$ cat src/rtl/sysarr_output_collector.sv
// Row FIFO between the systolic array and the memory side, with matrix row-order tracking.
// Define SYSARR_OUT_RELU_EN to clamp negative lanes to zero at the FIFO head.
module sysarr_output_collector #(
    parameter int N          = 4,
    parameter int DW         = 16,
    parameter int FIFO_DEPTH = 8,
    localparam int RW        = (N > 1) ? $clog2(N) : 1
) (
    input  logic            CLK,
    input  logic            nRST,
    input  logic            out_en,
    input  logic [RW-1:0]   row_out,
    input  logic [DW*N-1:0] array_output,
    input  logic            drained,
    input  logic            clear_err,
    output logic            mem_valid,
    input  logic            mem_ready,
    output logic [DW*N-1:0] mem_data,
    output logic [RW-1:0]   mem_row,
    output logic            mem_last,
    output logic            space_for_gemm,
    output logic            matrix_done,
    output logic            overflow_err,
    output logic            order_err
);

    localparam int AW = $clog2(FIFO_DEPTH);
    localparam int CW = AW + 1;

    typedef enum logic {IDLE, COLLECT} state_t;

    state_t            r_state;
    state_t            w_nextState;
    logic [DW*N-1:0]   r_data [FIFO_DEPTH];
    logic [RW-1:0]     r_row  [FIFO_DEPTH];
    logic              r_last [FIFO_DEPTH];
    logic [AW-1:0]     r_wrPtr;
    logic [AW-1:0]     r_rdPtr;
    logic [CW-1:0]     r_count;
    logic [RW-1:0]     r_expRow;
    logic [RW-1:0]     w_nextExpRow;
    logic              r_overflowErr;
    logic              r_orderErr;
    logic              r_matrixDone;
    logic              w_push;
    logic              w_pop;
    logic              w_lastRow;
    logic              w_orderEvt;
    logic              w_overflowEvt;
    logic [DW*N-1:0]   w_headData;

    assign w_pop         = (r_count != '0) && mem_ready;
    assign w_push        = out_en && ((r_count < CW'(FIFO_DEPTH)) || w_pop);
    assign w_overflowEvt = out_en && !w_push;
    assign w_lastRow     = (r_expRow == RW'(N - 1));

    always_ff @(posedge CLK or negedge nRST) begin
        if (!nRST) begin
            r_state  <= IDLE;
            r_expRow <= '0;
        end else begin
            r_state  <= w_nextState;
            r_expRow <= w_nextExpRow;
        end
    end

    // A final push arriving together with drained completes the matrix rather than cutting it off.
    always_comb begin
        w_nextState  = r_state;
        w_nextExpRow = r_expRow;
        w_orderEvt   = 1'b0;
        if (w_push) begin
            w_orderEvt = (row_out != r_expRow);
            if (w_lastRow) begin
                w_nextExpRow = '0;
                w_nextState  = IDLE;
            end else begin
                w_nextExpRow = r_expRow + RW'(1);
                w_nextState  = COLLECT;
            end
        end
        if (drained && (r_state == COLLECT) && !(w_push && w_lastRow)) begin
            w_orderEvt   = 1'b1;
            w_nextExpRow = '0;
            w_nextState  = IDLE;
        end
    end

    always_ff @(posedge CLK or negedge nRST) begin
        if (!nRST) begin
            for (int i = 0; i < FIFO_DEPTH; i++) begin
                r_data[i] <= '0;
                r_row[i]  <= '0;
                r_last[i] <= 1'b0;
            end
            r_wrPtr <= '0;
            r_rdPtr <= '0;
            r_count <= '0;
        end else begin
            if (w_push) begin
                r_data[r_wrPtr] <= array_output;
                r_row[r_wrPtr]  <= row_out;
                r_last[r_wrPtr] <= w_lastRow;
                r_wrPtr         <= r_wrPtr + AW'(1);
            end
            if (w_pop) begin
                r_rdPtr <= r_rdPtr + AW'(1);
            end
            if (w_push && !w_pop) begin
                r_count <= r_count + CW'(1);
            end else if (w_pop && !w_push) begin
                r_count <= r_count - CW'(1);
            end
        end
    end

    // An error event in the same cycle as clear_err keeps the flag set.
    always_ff @(posedge CLK or negedge nRST) begin
        if (!nRST) begin
            r_overflowErr <= 1'b0;
            r_orderErr    <= 1'b0;
            r_matrixDone  <= 1'b0;
        end else begin
            r_overflowErr <= (r_overflowErr && !clear_err) || w_overflowEvt;
            r_orderErr    <= (r_orderErr && !clear_err) || w_orderEvt;
            r_matrixDone  <= w_pop && r_last[r_rdPtr];
        end
    end

    always_comb begin
        w_headData = r_data[r_rdPtr];
`ifdef SYSARR_OUT_RELU_EN
        for (int k = 0; k < N; k++) begin
            if (w_headData[DW*k + DW - 1]) begin
                w_headData[DW*k +: DW] = '0;
            end
        end
`endif
    end

    assign mem_valid      = (r_count != '0);
    assign mem_data       = w_headData;
    assign mem_row        = r_row[r_rdPtr];
    assign mem_last       = r_last[r_rdPtr];
    assign space_for_gemm = ((CW'(FIFO_DEPTH) - r_count) >= CW'(N));
    assign matrix_done    = r_matrixDone;
    assign overflow_err   = r_overflowErr;
    assign order_err      = r_orderErr;

endmodule

$ cat config.mk
export PLATFORM = sky130hd
export DESIGN_NAME = sysarr_output_collector
export DESIGN_NICKNAME = d
export VERILOG_FILES = /design/src/rtl/sysarr_output_collector.sv
export SDC_FILE = /design/constraint.sdc
export NUM_CORES = 1
export LEC_CHECK = 0
export ABC_AREA = 1
export BUFFER_PORTS_ARGS = -buffer_cell sky130_fd_sc_hd__buf_2
export CORE_MARGIN = 2
export CORE_UTILIZATION = 35
export DETAILED_ROUTE_END_ITERATION = 12
export GPL_TIMING_DRIVEN = 0
export PLACE_DENSITY = 0.59
export SYNTH_ARGS = -nofsm -noshare
export SYNTH_HDL_FRONTEND = slang
export SYNTH_SLANG_ARGS = --single-unit
$ cat constraint.sdc
create_clock -name CLK -period 2.5 [get_ports CLK]
set_input_delay 0.125 -clock CLK [delete_from_list [all_inputs] [get_ports CLK]]
set_output_delay 0.125 -clock CLK [all_outputs]
set_load 0.03 [all_outputs]
==> results of run 1 <==
-- worst reg2reg max path, cell delays in order, from the launching register on --
cell     delay [ns]
dfrtp_1        0.42
inv_1          0.13
nand3_1        0.13
nor2_4         0.57
buf_4          0.47
buf_4          0.31
nand2_1        0.08
o21ai_1        0.08
-- logic make-up (layout without fill, tap and decap cells) --
| group | count (synthesis) | in the layout | synth area share |
|---|---|---|---|
| simple gates | 1274 | 1274 | 0.191 |
| compound gates | 875 | 875 | 0.179 |
| flops | 552 | 552 | 0.543 |
| buf+inv | 439 | 776 | 0.0802 |
| xor+xnor | 9 | 9 | 0.00310 |
| fa+ha+maj | 7 | 7 | 0.00374 |
| other cells | 0 | 2 | 0 |
-- power groups by stage --
stage               Combinational, W  Sequential, W  Clock (W)
global placement              0.0207         0.0150          0
global route                  0.0259         0.0155    0.00979
detailed placement            0.0209         0.0151          0
finish                        0.0234         0.0150    0.00926
CTS                           0.0222         0.0150    0.00939
floorplan                     0.0143         0.0147          0
-- through the flow --
stage / power [W] / hold WS [ns] / TNS [ns] / utilization / area, sq um
after floorplan: 0.0289 / -0.171 / 0 / - / 25400
after global placement: 0.0356 / 0.365 / -5864.04 / 0.381 / 27300
after detailed placement: 0.0360 / 0.0903 / -7.37 / 0.383 / 27500
after CTS: 0.0466 / 0.00101 / -0.326 / 0.428 / 30700
after global routing: 0.0511 / 0.0226 / -0.336 / 0.434 / 31200
final: 0.0476 / 0.00423 / 0 / 0.434 / 31200
-- registers in the layout, summed over array words and instances, names as in the netlist --
signal and count:
matrix_done 1, order_err 1, overflow_err 1, r_count 4, r_data 512, r_expRow 2
r_last 8, r_rdPtr 3, r_row 16, r_state 1, r_wrPtr 3
-- final cells by class --
| type | instances | area [sq um] |
|---|---|---|
| Fill cell | 7365 | 40600 |
| Sequential cell | 552 | 13800 |
| Multi-Input combinational cell | 2165 | 9790 |
| Clock buffer | 99 | 1970 |
| Timing Repair Buffer | 224 | 1920 |
| Buffer | 217 | 1530 |
| Tap cell | 950 | 1190 |
| Inverter | 222 | 838 |
| Clock inverter | 14 | 105 |
| Antenna cell | 2 | 5.00 |
-- layout by cell type (no fill, tap or decap), types with 7 or more instances in the layout --
master,instances
nand2_2,47
nand2_1,927
o211ai_1,66
buf_2,121
clkbuf_1,57
nor2_1,271
o21ai_1,483
nand3_1,15
clkinv_2,10
clkbuf_4,21
buf_4,44
clkbuf_16,63
buf_1,7
dlygate4sd3_1,74
dfrtp_1,551
a21oi_2,14
inv_1,217
buf_6,90
clkbuf_2,24
a21oi_1,54
o21ai_0,251
clkbuf_8,27
-- worst paths after layout --
path / end / startpoint / cells past startpoint
min: r_data[176] / nRST / 2
max reg2reg: r_data[179] / r_wrPtr[1] / 7
min in group CLK: r_data[313] / array_output[57] / 4
max in group asynchronous: r_data[390] / nRST / 4
max: mem_data[61] / r_rdPtr[0] / 8
min reg2reg: r_data[6] / r_data[6] / 2
-- timing repair --
action / in CTS / in global routing
resized for setup: 170 / 188
pin swaps: 1 / 4
endpoints found under the setup margin: 94 / 68
setup buffers: 1 / 1
hold buffers: 73 / 1
endpoints found under the hold margin: 693 / 1
-- per-layer routing --
layer | up-vias | GRT usage | part of all wire
met5 | - | 0 | 0
met4 | 0 | 0.0843 | 0.036
met3 | 161 | 0.0318 | 0.053
met2 | 645 | 0.361 | 0.46
met1 | 10900 | 0.314 | 0.45
li1 | 10700 | - | -
==> run metrics, run 1 <==
sequential-to-total area share from yosys stat=0.543; clock network fraction of total power=0.194; initial DRC count=1993; final global-route overflow total=0; Hold Path Class=primary input to async pin; layout cells sized above 1=0.143; Yosys warning total=0; Leak Pwr=15.2 nW; buffers added on ports=143; number of remaining DRC errors=0; Buf/Inv on CP=4; vias in the first global route=22000; slowest cell delay on critical path=0.45 ns; Slew headroom=0.456; Die Span Y=274 microns; combinational fraction of design power=0.490; pwr dens=1530 nW/um^2; nets@finish=3522; Post-synth top flop=dfrtp_1; Root Driver=clkbuf_16; fraction of registers with async set/reset=1.00; reg2reg setup slack=0.22 ns; most instantiated library cell after synthesis=nand2_1; CP top delay family=buffers and inverters; initial antenna violation count=0; Startpoint Class=register; final non-filler cell total=4445; Synth top area share=0.543; Synth area leaders=dfrtp_1, nand2_1, o21ai_1, o21ai_0, nor2_1; DP Wirelength=58400 microns; data required time at the worst endpoint=2.38 ns; Die W=274 microns; worst setup margin=0.0521 ns; CTS buffer count=61; Post-synth top cells=nand2_1, dfrtp_1, o21ai_1; Worst-Skew Late Latency=0.64 ns; vias per inst=5.05; max_cap viols=0; achievable clock frequency=409 MHz; first-pass GRT wire length=131000 microns; worst-case clock buffer depth=3; critical-path cell list=buf_12, buf_8, buf_4, o211ai_1, nand2_1, nand2_1, nand2_2, buf_6; Post-synth EDFFs=0; status=completed; Layout area overhead=22.5%; Switching Fraction=0.436; period utilization=0.979; GPL Wtd Cong=0.817; num ports=144; post-synth cell types=27; Worst VDD drop=0.970 mV; worst-margin pin slew=0.816 ns; Place WS=-0.347 ns; Mapped Area=25400 sq um; CTS tree=yes; CP dominant cell by count=nand2_1; worst setup path class=register to primary output; num rows=98; Setup Skew=0.0256 ns; Seq cells post-synth=552; drt total wl=84700 microns; Yosys top cell by area=dfrtp_1; CTS sink cnt=552; critical path peak fanout=10; cells after synthesis=3156; Placed Cells=4254; clk slew on worst S/H paths=0.06 ns; Pre-antenna DRT Iters=5; unrepaired setup endpoints after global routing=true; htree depth=2; crit path DAT=2.32 ns; Critical Path End Type=primary output; final hold violations=0; fin crit period=2.45 ns; Psw=0.0208 W; routed via count=22500; area of the core=71700 sq um; Routed Antenna Nets=0; Synth Area per Inst=8.06 sq um; Initial Util=0.355; slowest CP cell=dfrtp_2; P_int=0.0269 W; Syn Nets=3235; die area=74900 sq um; pin count of the biggest net entering global routing=117; Pins Over Slew Limit=0; routed len/inst=19.0 microns; sequential group share of total power=0.316; Setup-failing EPs final=0; GRT Util Overall=0.227
(Power assumes the default switching activity.)
==> run 2: changes to the inputs <==
--- a/config.mk
+++ b/config.mk
@@ -11,7 +11,7 @@
 export CORE_UTILIZATION = 35
 export DETAILED_ROUTE_END_ITERATION = 12
 export GPL_TIMING_DRIVEN = 0
-export PLACE_DENSITY = 0.59
+export PLACE_DENSITY = 0.6
 export SYNTH_ARGS = -nofsm -noshare
 export SYNTH_HDL_FRONTEND = slang
 export SYNTH_SLANG_ARGS = --single-unit
==> constraint.sdc (replaced) <==
create_clock -name CLK -period 2.1 [get_ports CLK]
set_input_delay 0.105 -clock CLK [delete_from_list [all_inputs] [get_ports CLK]]
set_output_delay 0.105 -clock CLK [all_outputs]
set_load 0.03 [all_outputs]
==> run 2 against run 1 <==
  * The run now ends with setup timing left
  * Clock power increased by 25%
  * Cell area increased by 3.1%
  * Register-to-register slack got worse by 0.11 ns
  * Critical path depth unchanged
  * Die area unchanged
  * Via count decreased by 0.53%
  * Non-clock buffer count increased by 14
  * Sequential cell count unchanged
==> run metrics, run 2 (synthesis results as in run 1) <==
final global-route overflow total=0 (unchanged); reg2reg setup slack=0.11 ns (-0.11 ns); Root Driver=clkbuf_16; number of remaining DRC errors=0 (unchanged); Largest register FFs=512 (unchanged); layout cells sized above 1=0.168 (+0.0246); P_int=0.0338 W (+26%); DP Wirelength=58300 microns (-0.26%); Setup Skew=0.0311 ns (+0.00556 ns); vias in the first global route=22300 (+1.0%); setup total negative slack=-14.70 ns (-14.70 ns); initial antenna violation count=2 (+2); CTS tree=yes; fin crit period=2.38 ns; worst setup margin=-0.282 ns (-0.334 ns); worst-case clock buffer depth=3 (unchanged); biggest regs=r_data x512, r_row x16, r_last x8; clk slew on worst S/H paths=0.06 ns (about the same); placed cell area=27500 sq um (+0.11%); Pins Over Slew Limit=0 (unchanged); unrepaired setup endpoints after global routing=true; routed len/inst=19.0 microns (-0.45%); pwr dens=1840 nW/um^2 (+21%); CP Launch Point=r_rdPtr[0]; Die W=274 microns (unchanged); worst-margin pin slew=0.739 ns (-0.0773 ns); Design Area, Final=32100 sq um (+3.1%); Startpoint Class=register; CTS sink cnt=552 (unchanged); Die Span Y=274 microns (unchanged); Hold Path Class=primary input to async pin; final non-filler cell total=4462 (+0.38%); Switching Fraction=0.430 (-0.00647); Multi-input gate area=10100 sq um (+2.8%); achievable clock frequency=420 MHz; worst setup path class=register to primary output; clock network fraction of total power=0.196 (+0.002); buffers added on ports=143 (unchanged); Setup-failing EPs final=67 (+67); combinational fraction of design power=0.501 (+0.011); routed via count=22300 (-0.53%); Slew headroom=0.508 (+0.0515); Leak Pwr=15.5 nW (+2.0%); Pwr Total=0.0592 W (+24%); GPL Wtd Cong=0.819 (+0.24%); GRT Util Overall=0.227 (+0.000303); nets@finish=3541 (+0.54%); failing checks=setup timing; CTS buffer count=66 (+8.2%); fillers=7233 (-1.8%); Worst VDD drop=1.17 mV (+20%); crit path DAT=2.28 ns (-0.04 ns); htree depth=3 (+1); Worst-Skew Late Latency=0.62 ns (-0.02 ns); first-pass GRT wire length=131000 microns (about the same); die area=74900 sq um (unchanged); data required time at the worst endpoint=2.00 ns (-0.38 ns); Reg with most FFs=r_data; drt total wl=84600 microns (about the same); most common cell after layout, fill and taps aside=nand2_1; Initial Util=0.355 (unchanged); Layout area overhead=26.3%; Critical Path End Type=primary output; most frequent cells in the layout=nand2_1, dfrtp_1, o21ai_1; Pre-antenna DRT Iters=6 (+1); R2R Path Start=r_count[3]; vias per inst=5.01 (-0.91%); pin count of the biggest net entering global routing=119 (+1.7%); register area=13800 sq um (unchanged); Routed Antenna Nets=0 (unchanged); final hold violations=0 (unchanged); Psw=0.0254 W (+22%); sequential group share of total power=0.304 (-0.012); num ports=144 (unchanged); initial DRC count=2174 (+9.1%); critical path peak fanout=10 (unchanged); num rows=98 (unchanged); max_cap viols=0 (unchanged); area of the core=71700 sq um (unchanged); status=finished, violations left; Placed Cells=4255 (+0.024%); period utilization=1.13
-- run 2: changes by cell type in the layout (fill, tap and decap cells not counted), moves of 8 or more --
| cell | delta |
|---|---|
| nor2_1 | -28 |
| nor2_2 | +27 |
| buf_6 | +23 |
| nand2_1 | -19 |
| nand2_2 | +18 |
| a21oi_1 | -14 |
| buf_4 | -14 |
| o21ai_0 | -12 |
| buf_12 | +11 |
| a21oi_2 | +9 |
| buf_2 | -9 |
| o21ai_2 | +8 |
-- run 2: worst max-delay path, cell delays in order (launching register included) --
cell	delay (ns)
dfrtp_2	0.48
buf_12	0.18
buf_12	0.17
buf_4	0.18
o211ai_1	0.21
nand2_1	0.09
nand2_1	0.08
nand2_2	0.10
buf_6	0.15
-- run 2: final cells by class --
cell class / instances / share of cell area
clock buffers: 103 / 0.0620
clock inverters: 14 / 0.00580
repair buffers: 238 / 0.0712
well taps: 950 / 0.0370
inverters: 222 / 0.0262
plain buffers: 217 / 0.0544
diodes: 1 / 0.0000779
multi-input cells: 2165 / 0.313
flip-flops and latches: 552 / 0.430
-- run 2: through the flow --
step	setup slack [ns]	utilization	hold slack, ns
3_5_place_dp	-0.722	0.384	0.0243
6_report	-0.282	0.448	0.0368
4_1_cts	-0.302	0.440	0.0293
5_1_grt	-0.369	0.448	0.0548
2_1_floorplan	0.0621	-	-0.191
3_3_place_gp	-11.06	0.381	0.344
-- run 2: worst paths after layout --
| check | depth (start not counted) | end |
|---|---|---|
| setup / recovery | 8 | mem_data[40] |
| hold / removal | 3 | r_data[304] |
| setup reg to reg | 15 | r_count[3] |
| min in group CLK | 4 | r_data[282] |
| hold reg to reg | 2 | r_data[457] |
| max in group asynchronous | 5 | r_data[266] |
-- run 2: routing by layer --
| metal | vias to the layer above | wire length [microns] | GRT usage | share of wire |
|---|---|---|---|---|
| li1 | 10800 | - | - | - |
| met1 | 10800 | 38100 | 0.311 | 0.45 |
| met2 | 597 | 39300 | 0.369 | 0.46 |
| met3 | 157 | 4510 | 0.0331 | 0.053 |
| met4 | 2 | 2660 | 0.0756 | 0.031 |
| met5 | - | 13 | 0 | 0.00015 |
-- run 2: power groups by stage --
stage                     registers, W  clock network, W  logic, W
final                           0.0180            0.0116    0.0297
after floorplan                 0.0174                 0    0.0170
after CTS                       0.0178            0.0118    0.0286
after detailed placement        0.0179                 0    0.0248
after global routing            0.0185            0.0122    0.0327
after global placement          0.0178                 0    0.0245
-- run 2: repair_timing --
action	in CTS	in global routing
setup endpoints to repair	205	132
cloned	2	2
hold endpoints to repair	651	0
gates resized for setup	374	146
setup buffers	4	6
pin swaps	19	38
hold buffers	75	0
